`config.mk`:
```
export PLATFORM = sky130hd
export DESIGN_NAME = collatz_sweep_multi
export DESIGN_NICKNAME = d
export VERILOG_FILES = /design/src/rtl/collatz_sweep_multi.sv
export SDC_FILE = /design/constraint.sdc
export NUM_CORES = 1
export LEC_CHECK = 0
export CAP_MARGIN = 20
export CORE_UTILIZATION = 55
export CTS_CLUSTER_SIZE = 20
export DETAILED_ROUTE_END_ITERATION = 12
export PLACE_DENSITY = 0.78
export SLEW_MARGIN = 20
export SYNTH_ARGS = -nofsm -noshare
export SYNTH_HDL_FRONTEND = slang
export SYNTH_SLANG_ARGS = --single-unit
```
`constraint.sdc`:
```
create_clock -name clk -period 12.53 [get_ports clk]
set_input_delay 1.8795 -clock clk [delete_from_list [all_inputs] [get_ports clk]]
set_output_delay 1.8795 -clock clk [all_outputs]
set_load 0.03 [all_outputs]
```
`src/rtl/collatz_sweep_multi.sv`:
```
// Sweeps DEPTH consecutive start values through LANES parallel Collatz iterators,
// storing each iteration count in a RAM and tracking the sweep maximum.
module collatz_sweep_multi #(
  parameter int WIDTH     = 32,
  parameter int CW        = 16,
  parameter int DEPTH     = 16,
  parameter int ADDR_BITS = 4,
  parameter int LANES     = 4
) (
  input  logic                 clk,
  input  logic                 reset,
  input  logic                 go,
  input  logic [WIDTH-1:0]     start,
  input  logic [ADDR_BITS-1:0] rd_addr,
  output logic [CW-1:0]        count,
  output logic                 busy,
  output logic                 done,
  output logic [CW-1:0]        max_count,
  output logic [WIDTH-1:0]     max_n,
  output logic                 overflow
);

  localparam int CTRW = ADDR_BITS + 1;
  localparam int LW   = (LANES > 1) ? $clog2(LANES) : 1;
  localparam logic [CW-1:0]   CNT_SAT   = {CW{1'b1}};
  localparam logic [CW-1:0]   CNT_LIMIT = CNT_SAT - CW'(1'b1);
  localparam logic [CTRW-1:0] DEPTH_C   = CTRW'(DEPTH);
  localparam logic [CTRW-1:0] LAST_C    = CTRW'(DEPTH - 1);

  typedef enum logic [1:0] {
    S_IDLE = 2'd0,
    S_RUN  = 2'd1,
    S_DONE = 2'd2
  } state_t;

  state_t                state_r, state_next_s;
  logic                  go_acc_s, last_wr_s;
  logic [WIDTH-1:0]      base_r;
  logic [CTRW-1:0]       issued_r, written_r, max_idx_r;
  logic [CW-1:0]         count_r, max_count_r;
  logic [WIDTH-1:0]      max_n_r;
  logic                  busy_r, done_r, overflow_r;

  logic                  lane_busy_r [LANES];
  logic                  lane_rdy_r  [LANES];
  logic [WIDTH-1:0]      lane_n_r    [LANES];
  logic [CW-1:0]         lane_cnt_r  [LANES];
  logic [ADDR_BITS-1:0]  lane_idx_r  [LANES];

  logic [WIDTH+1:0]      trip_s      [LANES];
  logic [WIDTH-1:0]      step_n_s    [LANES];
  logic [CW-1:0]         step_cnt_s  [LANES];
  logic                  step_fin_s  [LANES];

  logic [LANES-1:0]      free_vec_s, rdy_vec_s;
  logic [LW-1:0]         iss_lane_s, wr_lane_s;
  logic                  iss_en_s, wr_en_s, better_s;
  logic [CW-1:0]         wr_cnt_s;
  logic [ADDR_BITS-1:0]  wr_idx_s;

  logic [CW-1:0]         mem_r [2**ADDR_BITS];

  function automatic logic [LW-1:0] prio_idx(input logic [LANES-1:0] v);
    prio_idx = '0;
    for (int i = LANES - 1; i >= 0; i--) begin
      if (v[i]) prio_idx = LW'(i);
      else      prio_idx = prio_idx;
    end
  endfunction

  // Lane arbitration: lowest free lane takes the next issue, lowest ready lane gets the write port
  always_comb begin
    free_vec_s = '0;
    rdy_vec_s  = '0;
    for (int i = 0; i < LANES; i++) begin
      free_vec_s[i] = ~lane_busy_r[i];
      rdy_vec_s[i]  = lane_busy_r[i] & lane_rdy_r[i];
    end
    iss_lane_s = prio_idx(free_vec_s);
    wr_lane_s  = prio_idx(rdy_vec_s);
    iss_en_s   = (state_r == S_RUN) && (issued_r < DEPTH_C) && (|free_vec_s);
    wr_en_s    = |rdy_vec_s;
    wr_cnt_s   = lane_cnt_r[wr_lane_s];
    wr_idx_s   = lane_idx_r[wr_lane_s];
    better_s   = (wr_cnt_s > max_count_r) ||
                 ((wr_cnt_s == max_count_r) && ({1'b0, wr_idx_s} < max_idx_r));
  end

  // One Collatz step per lane; n==0 finishes with count 0, limits finish with the saturation code
  always_comb begin
    for (int i = 0; i < LANES; i++) begin
      trip_s[i]     = {2'b00, lane_n_r[i]} + {1'b0, lane_n_r[i], 1'b0} + {{(WIDTH+1){1'b0}}, 1'b1};
      step_n_s[i]   = lane_n_r[i];
      step_cnt_s[i] = lane_cnt_r[i];
      step_fin_s[i] = 1'b0;
      if (lane_n_r[i] == '0) begin
        step_cnt_s[i] = '0;
        step_fin_s[i] = 1'b1;
      end else if (lane_n_r[i] == WIDTH'(1'b1)) begin
        step_fin_s[i] = 1'b1;
      end else if (lane_cnt_r[i] == CNT_LIMIT) begin
        step_cnt_s[i] = CNT_SAT;
        step_fin_s[i] = 1'b1;
      end else if (!lane_n_r[i][0]) begin
        step_n_s[i]   = lane_n_r[i] >> 1;
        step_cnt_s[i] = lane_cnt_r[i] + CW'(1'b1);
      end else if (trip_s[i][WIDTH+1:WIDTH] != 2'b00) begin
        step_cnt_s[i] = CNT_SAT;
        step_fin_s[i] = 1'b1;
      end else begin
        step_n_s[i]   = trip_s[i][WIDTH-1:0];
        step_cnt_s[i] = lane_cnt_r[i] + CW'(1'b1);
      end
    end
  end

  // FSM next-state decode
  always_comb begin
    state_next_s = state_r;
    go_acc_s     = 1'b0;
    last_wr_s    = 1'b0;
    case (state_r)
      S_IDLE, S_DONE: begin
        if (go) begin
          state_next_s = S_RUN;
          go_acc_s     = 1'b1;
        end else begin
          state_next_s = state_r;
        end
      end
      S_RUN: begin
        if (wr_en_s && (written_r == LAST_C)) begin
          state_next_s = S_DONE;
          last_wr_s    = 1'b1;
        end else begin
          state_next_s = S_RUN;
        end
      end
      default: state_next_s = S_IDLE;
    endcase
  end

  // FSM state, sweep counters, max tracking and status outputs
  always_ff @(posedge clk) begin
    if (reset) begin
      state_r     <= S_IDLE;
      base_r      <= '0;
      issued_r    <= '0;
      written_r   <= '0;
      max_idx_r   <= {CTRW{1'b1}};
      max_count_r <= '0;
      max_n_r     <= '0;
      busy_r      <= 1'b0;
      done_r      <= 1'b0;
      overflow_r  <= 1'b0;
    end else begin
      state_r <= state_next_s;
      busy_r  <= (state_next_s == S_RUN);
      done_r  <= last_wr_s;
      if (go_acc_s) begin
        base_r      <= start;
        issued_r    <= '0;
        written_r   <= '0;
        max_idx_r   <= {CTRW{1'b1}};
        max_count_r <= '0;
        max_n_r     <= '0;
        overflow_r  <= 1'b0;
      end else begin
        if (iss_en_s) issued_r <= issued_r + CTRW'(1'b1);
        if (wr_en_s) begin
          written_r <= written_r + CTRW'(1'b1);
          if (wr_cnt_s == CNT_SAT) overflow_r <= 1'b1;
          if (better_s) begin
            max_count_r <= wr_cnt_s;
            max_idx_r   <= {1'b0, wr_idx_s};
            max_n_r     <= base_r + WIDTH'(wr_idx_s);
          end
        end
      end
    end
  end

  // Lane registers: issue, iterate, then hold the result until the write port is granted
  always_ff @(posedge clk) begin
    if (reset) begin
      for (int i = 0; i < LANES; i++) begin
        lane_busy_r[i] <= 1'b0;
        lane_rdy_r[i]  <= 1'b0;
      end
    end else begin
      for (int i = 0; i < LANES; i++) begin
        if (iss_en_s && (iss_lane_s == LW'(i))) begin
          lane_busy_r[i] <= 1'b1;
          lane_rdy_r[i]  <= 1'b0;
          lane_n_r[i]    <= base_r + WIDTH'(issued_r);
          lane_cnt_r[i]  <= CW'(1'b1);
          lane_idx_r[i]  <= issued_r[ADDR_BITS-1:0];
        end else if (wr_en_s && (wr_lane_s == LW'(i))) begin
          lane_busy_r[i] <= 1'b0;
          lane_rdy_r[i]  <= 1'b0;
        end else if (lane_busy_r[i] && !lane_rdy_r[i]) begin
          lane_n_r[i]    <= step_n_s[i];
          lane_cnt_r[i]  <= step_cnt_s[i];
          lane_rdy_r[i]  <= step_fin_s[i];
        end
      end
    end
  end

  // Result RAM write port; contents survive reset
  always_ff @(posedge clk) begin
    if (wr_en_s && !reset) mem_r[wr_idx_s] <= wr_cnt_s;
  end

  // Registered readback; same-cycle write returns the old word
  always_ff @(posedge clk) begin
    if (reset) count_r <= '0;
    else       count_r <= mem_r[rd_addr];
  end

  assign count     = count_r;
  assign busy      = busy_r;
  assign done      = done_r;
  assign max_count = max_count_r;
  assign max_n     = max_n_r;
  assign overflow  = overflow_r;

endmodule
```
Word-level counts from Yosys, hierarchy flattened --
Memory sizes are Yosys's and may differ from the RTL's. A register that Yosys moved wholly into a read port is not among the register bits. Index checks and enable logic that the tools add are counted.
Cells by class: $add $sub $neg 16, $lt $le $gt $ge 3, equal/unequal tests 20, mux-type cells 163, bitwise gates (word level) 37, reductions and logical operators 44
Operators by type and width (number):
- $mux 32 | 24
- $mux 16 | 24
- $add 32x33->34 | 4
- $add 34x1->34 const B | 4
- $eq 32x1->1 const B | 4
- $logic_not 32->1 | 4
- $mux 1 | 98
- $eq 16x16->1 const B | 5
- $add 16x1->16 const B | 4
- $add 32x4->32 | 1
- $add 32x5->32 | 1
- $or 1x1->1 | 28
- $mux 2 | 13
- $reduce_or 4->1 | 5
- $logic_and 1x1->1 | 17
- $eq 16x16->1 | 1
- $gt 16x16->1 | 1
- $mux 4 | 3
- $add 5x1->5 const B | 2
- $eq 2x2->1 const B | 5
- $eq 2x1->1 const B | 4
- $reduce_bool 2->1 | 4
- $logic_not 2->1 | 3
- $reduce_or 2->1 | 3
- other kinds (9) | 21
Word-level totals: register bits after elaboration 100, bits in writable memories 472, output and inout bits 67, logic and storage cells 299, memories 6
Memory list:
- mem_r | depth 16, width 16, rd ports 1, clocked after memory_dff 1, wr ports 1, line 61 | logic [CW-1:0] mem_r [2**ADDR_BITS];
- lane_n_r | depth 4, width 32, rd ports 4, clocked after memory_dff 0, wr ports 4, line 46 | logic [WIDTH-1:0] lane_n_r [LANES];
- lane_cnt_r | depth 4, width 16, rd ports 5, clocked after memory_dff 0, wr ports 4, line 47 | logic [CW-1:0] lane_cnt_r [LANES];
- lane_idx_r | depth 4, width 4, rd ports 1, clocked after memory_dff 0, wr ports 1, line 48 | logic [ADDR_BITS-1:0] lane_idx_r [LANES];
- lane_busy_r | depth 4, width 1, rd ports 4, clocked after memory_dff 0, wr ports 4, line 44 | logic lane_busy_r [LANES];
- lane_rdy_r | depth 4, width 1, rd ports 4, clocked after memory_dff 0, wr ports 4, line 45 | logic lane_rdy_r [LANES];

Logic depth before layout (Yosys ltp) --
depth after elaboration 13, gate-level depth with buffers 22, gate-level depth less buffers 18

Worst setup path before layout --
Ideal clock, no wire load.
path type input-to-reg, start input reset, end memory lane_n_r[1][10], enable pin, arrival time 5.255 ns, data required time 12.063 ns, slack 6.808 ns, stages 5, path buffers 2, cells stage by stage clkbuf_1 -> clkbuf_1 -> nor3_1 -> o21bai_1 -> a21boi_0
RTL lines:
- start, declared | line 11 | input logic reset,
- end, declared | line 46

==> reports/qor.txt <==
RR Endpoint: max_count[5]$_SDFFE_PP0P_
vias in the first global route: 26.6k
RD Place Congestion: 0.926
top_reg_cell synth: edfxtp_1
sequential element share of the synthesized area: 46.3%
fin area: 0.0396 mm²
IO Port Bufs: 105
average wire per standard cell: 22.7 µm
maximum buffer depth of the clock tree: 3
Place WS: 7.54 ns
Post-route DRC: 0
CP Capture Type: register
most common cell in the netlist: edfxtp_1
Site Rows: 92
share of cells above drive strength 1: 9.64%
Die Area: 0.0657 mm²
Unique masters post-synth: 80
Setup WS post-layout: 7.31 ns
CP Cell Sequence: a22oi_1, nand4_1, o22ai_1, a31oi_1, buf_4, ha_1, a21o_1, a21o_1, a21o_1, a21oi_1, nor2b_1, o2111ai_1, nand3_1, o211ai_1, buf_4, nand3_1, o21ai_0
Root Buffer: clkbuf_16
post-synthesis cell type with the largest combined area: edfxtp_1
Setup CP Type: reg2reg
syn nets: 3727
clock-pin slew on the worst setup and hold paths: 0.07 ns
total clock sinks: 588
CP max FO: 84
Routed Antenna Nets: 0
Slew @ Worst Pin: 1.13 ns
Area growth syn-to-layout: 11.3%
Final Util: 62.3%
Avg Inst Size Synth: 10.3 µm²
Placed Cells: 4261
worst min path class: reg2reg
Cells after Synth: 3439
RSZ-0062 raised after global routing: false
Final HPWL DP: 65.8 mm
Hold Worst Slack: 0.467 ns
Final Max Tran Viols: 0
Critical Path RT: 13.09 ns
I/O pin count: 106
chip height: 256 µm
initial antenna violation count: 1
DP Area: 0.0376 mm²
static leakage: 14.8 nW
worst stage delay on the critical path: 0.74 ns
hold buffer count at CTS: 0
R2R cell count: 17
wirelength, routed: 99.3 mm
Area contributors post-synth: edfxtp_1 (40%), ha_1 (8.5%), dfxtp_1 (6.5%), mux4_2 (5.1%), a21oi_1 (4.5%)
iteration count of the initial detailed-routing pass: 9
gr ovfl total: 0
Worst setup SP type: register
die extent in x: 256 µm
Max-Slew Margin vs Limit: 24.5%
CP endpoint: max_count[5]$_SDFFE_PP0P_
status: completed
Final Hold Viols: 0
Placeable Area: 0.0635 mm²
f_max: 192 MHz
Seq cells post-synth: 588
PD cells: 128 mW/mm²
final setup violation count: 0
EDFF count, synth: 472
DR iter-0 viols: 2691
CP max-delay cell: nand4_1
Gates resized, CTS repair: 0
number of buffers added for setup after CTS: 0
CTS tree: built
Worst R2R Setup Slack: 7.31 ns
vias: 27.8k
Yosys warnings: 0
GRT Total Usage: 29.6%
Max VDD drop: 0.125 mV
total of max-cap violations: 0
min Tclk post-route: 5.22 ns
Skew-Pair Late Insertion Delay: 0.65 ns
post-synthesis cell area: 0.0356 mm²
cts bufs inserted: 59
largest net degree at the start of global routing: 85
total design power: 5.07 mW
reg-to-reg critical path startpoint: lane_busy_r[1]$_SDFFCE_PN0P_
H-tree depth: 2
Arrival @ worst endpoint: 5.78 ns
share of the synthesized area in the top cell type: 39.8%
final non-filler cell total: 4375
global-route wire length before repair: 152 mm
Async SR Flop Fraction: 0%
Tcrit/Tclk final: 41.7%
CP startpoint: lane_busy_r[1]$_SDFFCE_PN0P_
most frequent cell on the critical path: a21o_1
initial cell density of the core: 56.0%
Fin Setup TNS: 0 ns
Clock Skew: 0.0358 ns
Nets: 3765
most frequent cells after synthesis: edfxtp_1 (472), nand2_1 (333), a21oi_1 (322)
post-DR vias/cell: 6.36
worst max-delay path, delay by kind of cell (launching register included):
family | cells | cell delay, ns
buf+inv | 2 | 0.93
flops | 1 | 0.53
simple gates | 4 | 1.12
compound gates | 10 | 2.19
fa+ha+maj | 1 | 0.33
state kept, by name, summed over array words and instances, names as in the netlist:
name and flops:
lane_rdy_r 4, count 16, max_n 32, max_idx_r 5, mem_r 256, issued_r 5
lane_n_r 128, overflow 1, written_r 5, done 1, base_r 32, lane_idx_r 16
lane_busy_r 4, state_r 2, max_count 16, busy 1, lane_cnt_r 64
cells in the final DEF, fill, tap and decap left out, types with 102 or more instances in the layout:
cell type | synthesis | layout
dfxtp_1 | 116 | 116
nor2_1 | 197 | 181
ha_1 | 243 | 243
a21oi_1 | 322 | 322
inv_1 | 211 | 211
nand3_1 | 139 | 139
nand2_1 | 333 | 333
edfxtp_1 | 472 | 472
xnor2_1 | 132 | 124
clkdlybuf4s50_1 | 0 | 102
o21ai_0 | 143 | 141
power by group:
group / leakage [nW] / internal [mW] / switching [mW]
clock: 0.952 / 1.05 / 0.805
sequential: 5.29 / 2.22 / 0.0728
combinational: 8.53 / 0.335 / 0.590
total: 14.8 / 3.60 / 1.47
how the worst min path moves through the flow:
stage / from / end / slack, ns / depth (start not counted)
finish: max_n[12]$_SDFFE_PP0P_ / max_n[12]$_SDFFE_PP0P_ / 0.47 / 2
global route: max_n[12]$_SDFFE_PP0P_ / max_n[12]$_SDFFE_PP0P_ / 0.48 / 2
CTS: max_n[12]$_SDFFE_PP0P_ / max_n[12]$_SDFFE_PP0P_ / 0.47 / 2
detailed placement: max_n[12]$_SDFFE_PP0P_ / max_n[12]$_SDFFE_PP0P_ / 0.46 / 2
global placement: max_n[12]$_SDFFE_PP0P_ / max_n[12]$_SDFFE_PP0P_ / 0.45 / 2
floorplan: max_idx_r[4]$_SDFFE_PP1P_ / max_idx_r[4]$_SDFFE_PP1P_ / 0.44 / 2
cell type report:
type,count,area [µm²]
antenna,1,2.50
clock buffer,72,1540
clock inverter,40,485
fill,5064,23900
inverter,212,796
multi-input combinational,2441,17700
sequential,588,16500
tap,846,1060
timing repair buffer,175,1560
logic make-up after synthesis:
logic type                 share of synthesized area [%]
AOI/OAI and AO/OA                                   17.1
xor gates and xnor gates                            5.64
adders and majority gates                           8.88
DFF                                                 46.3
and+or+nand+nor                                     12.4
buffers and inverters                               4.45
muxes                                               5.17
layer usage:
layer | track usage, % | wire (µm) | share of wire (%)
met2 | 49.6 | 47700 | 48
met1 | 38.0 | 39200 | 39
met5 | 0 | 0 | 0
met3 | 4.22 | 7910 | 8.0
met4 | 13.4 | 4540 | 4.6
(Power assumes the default switching activity.)
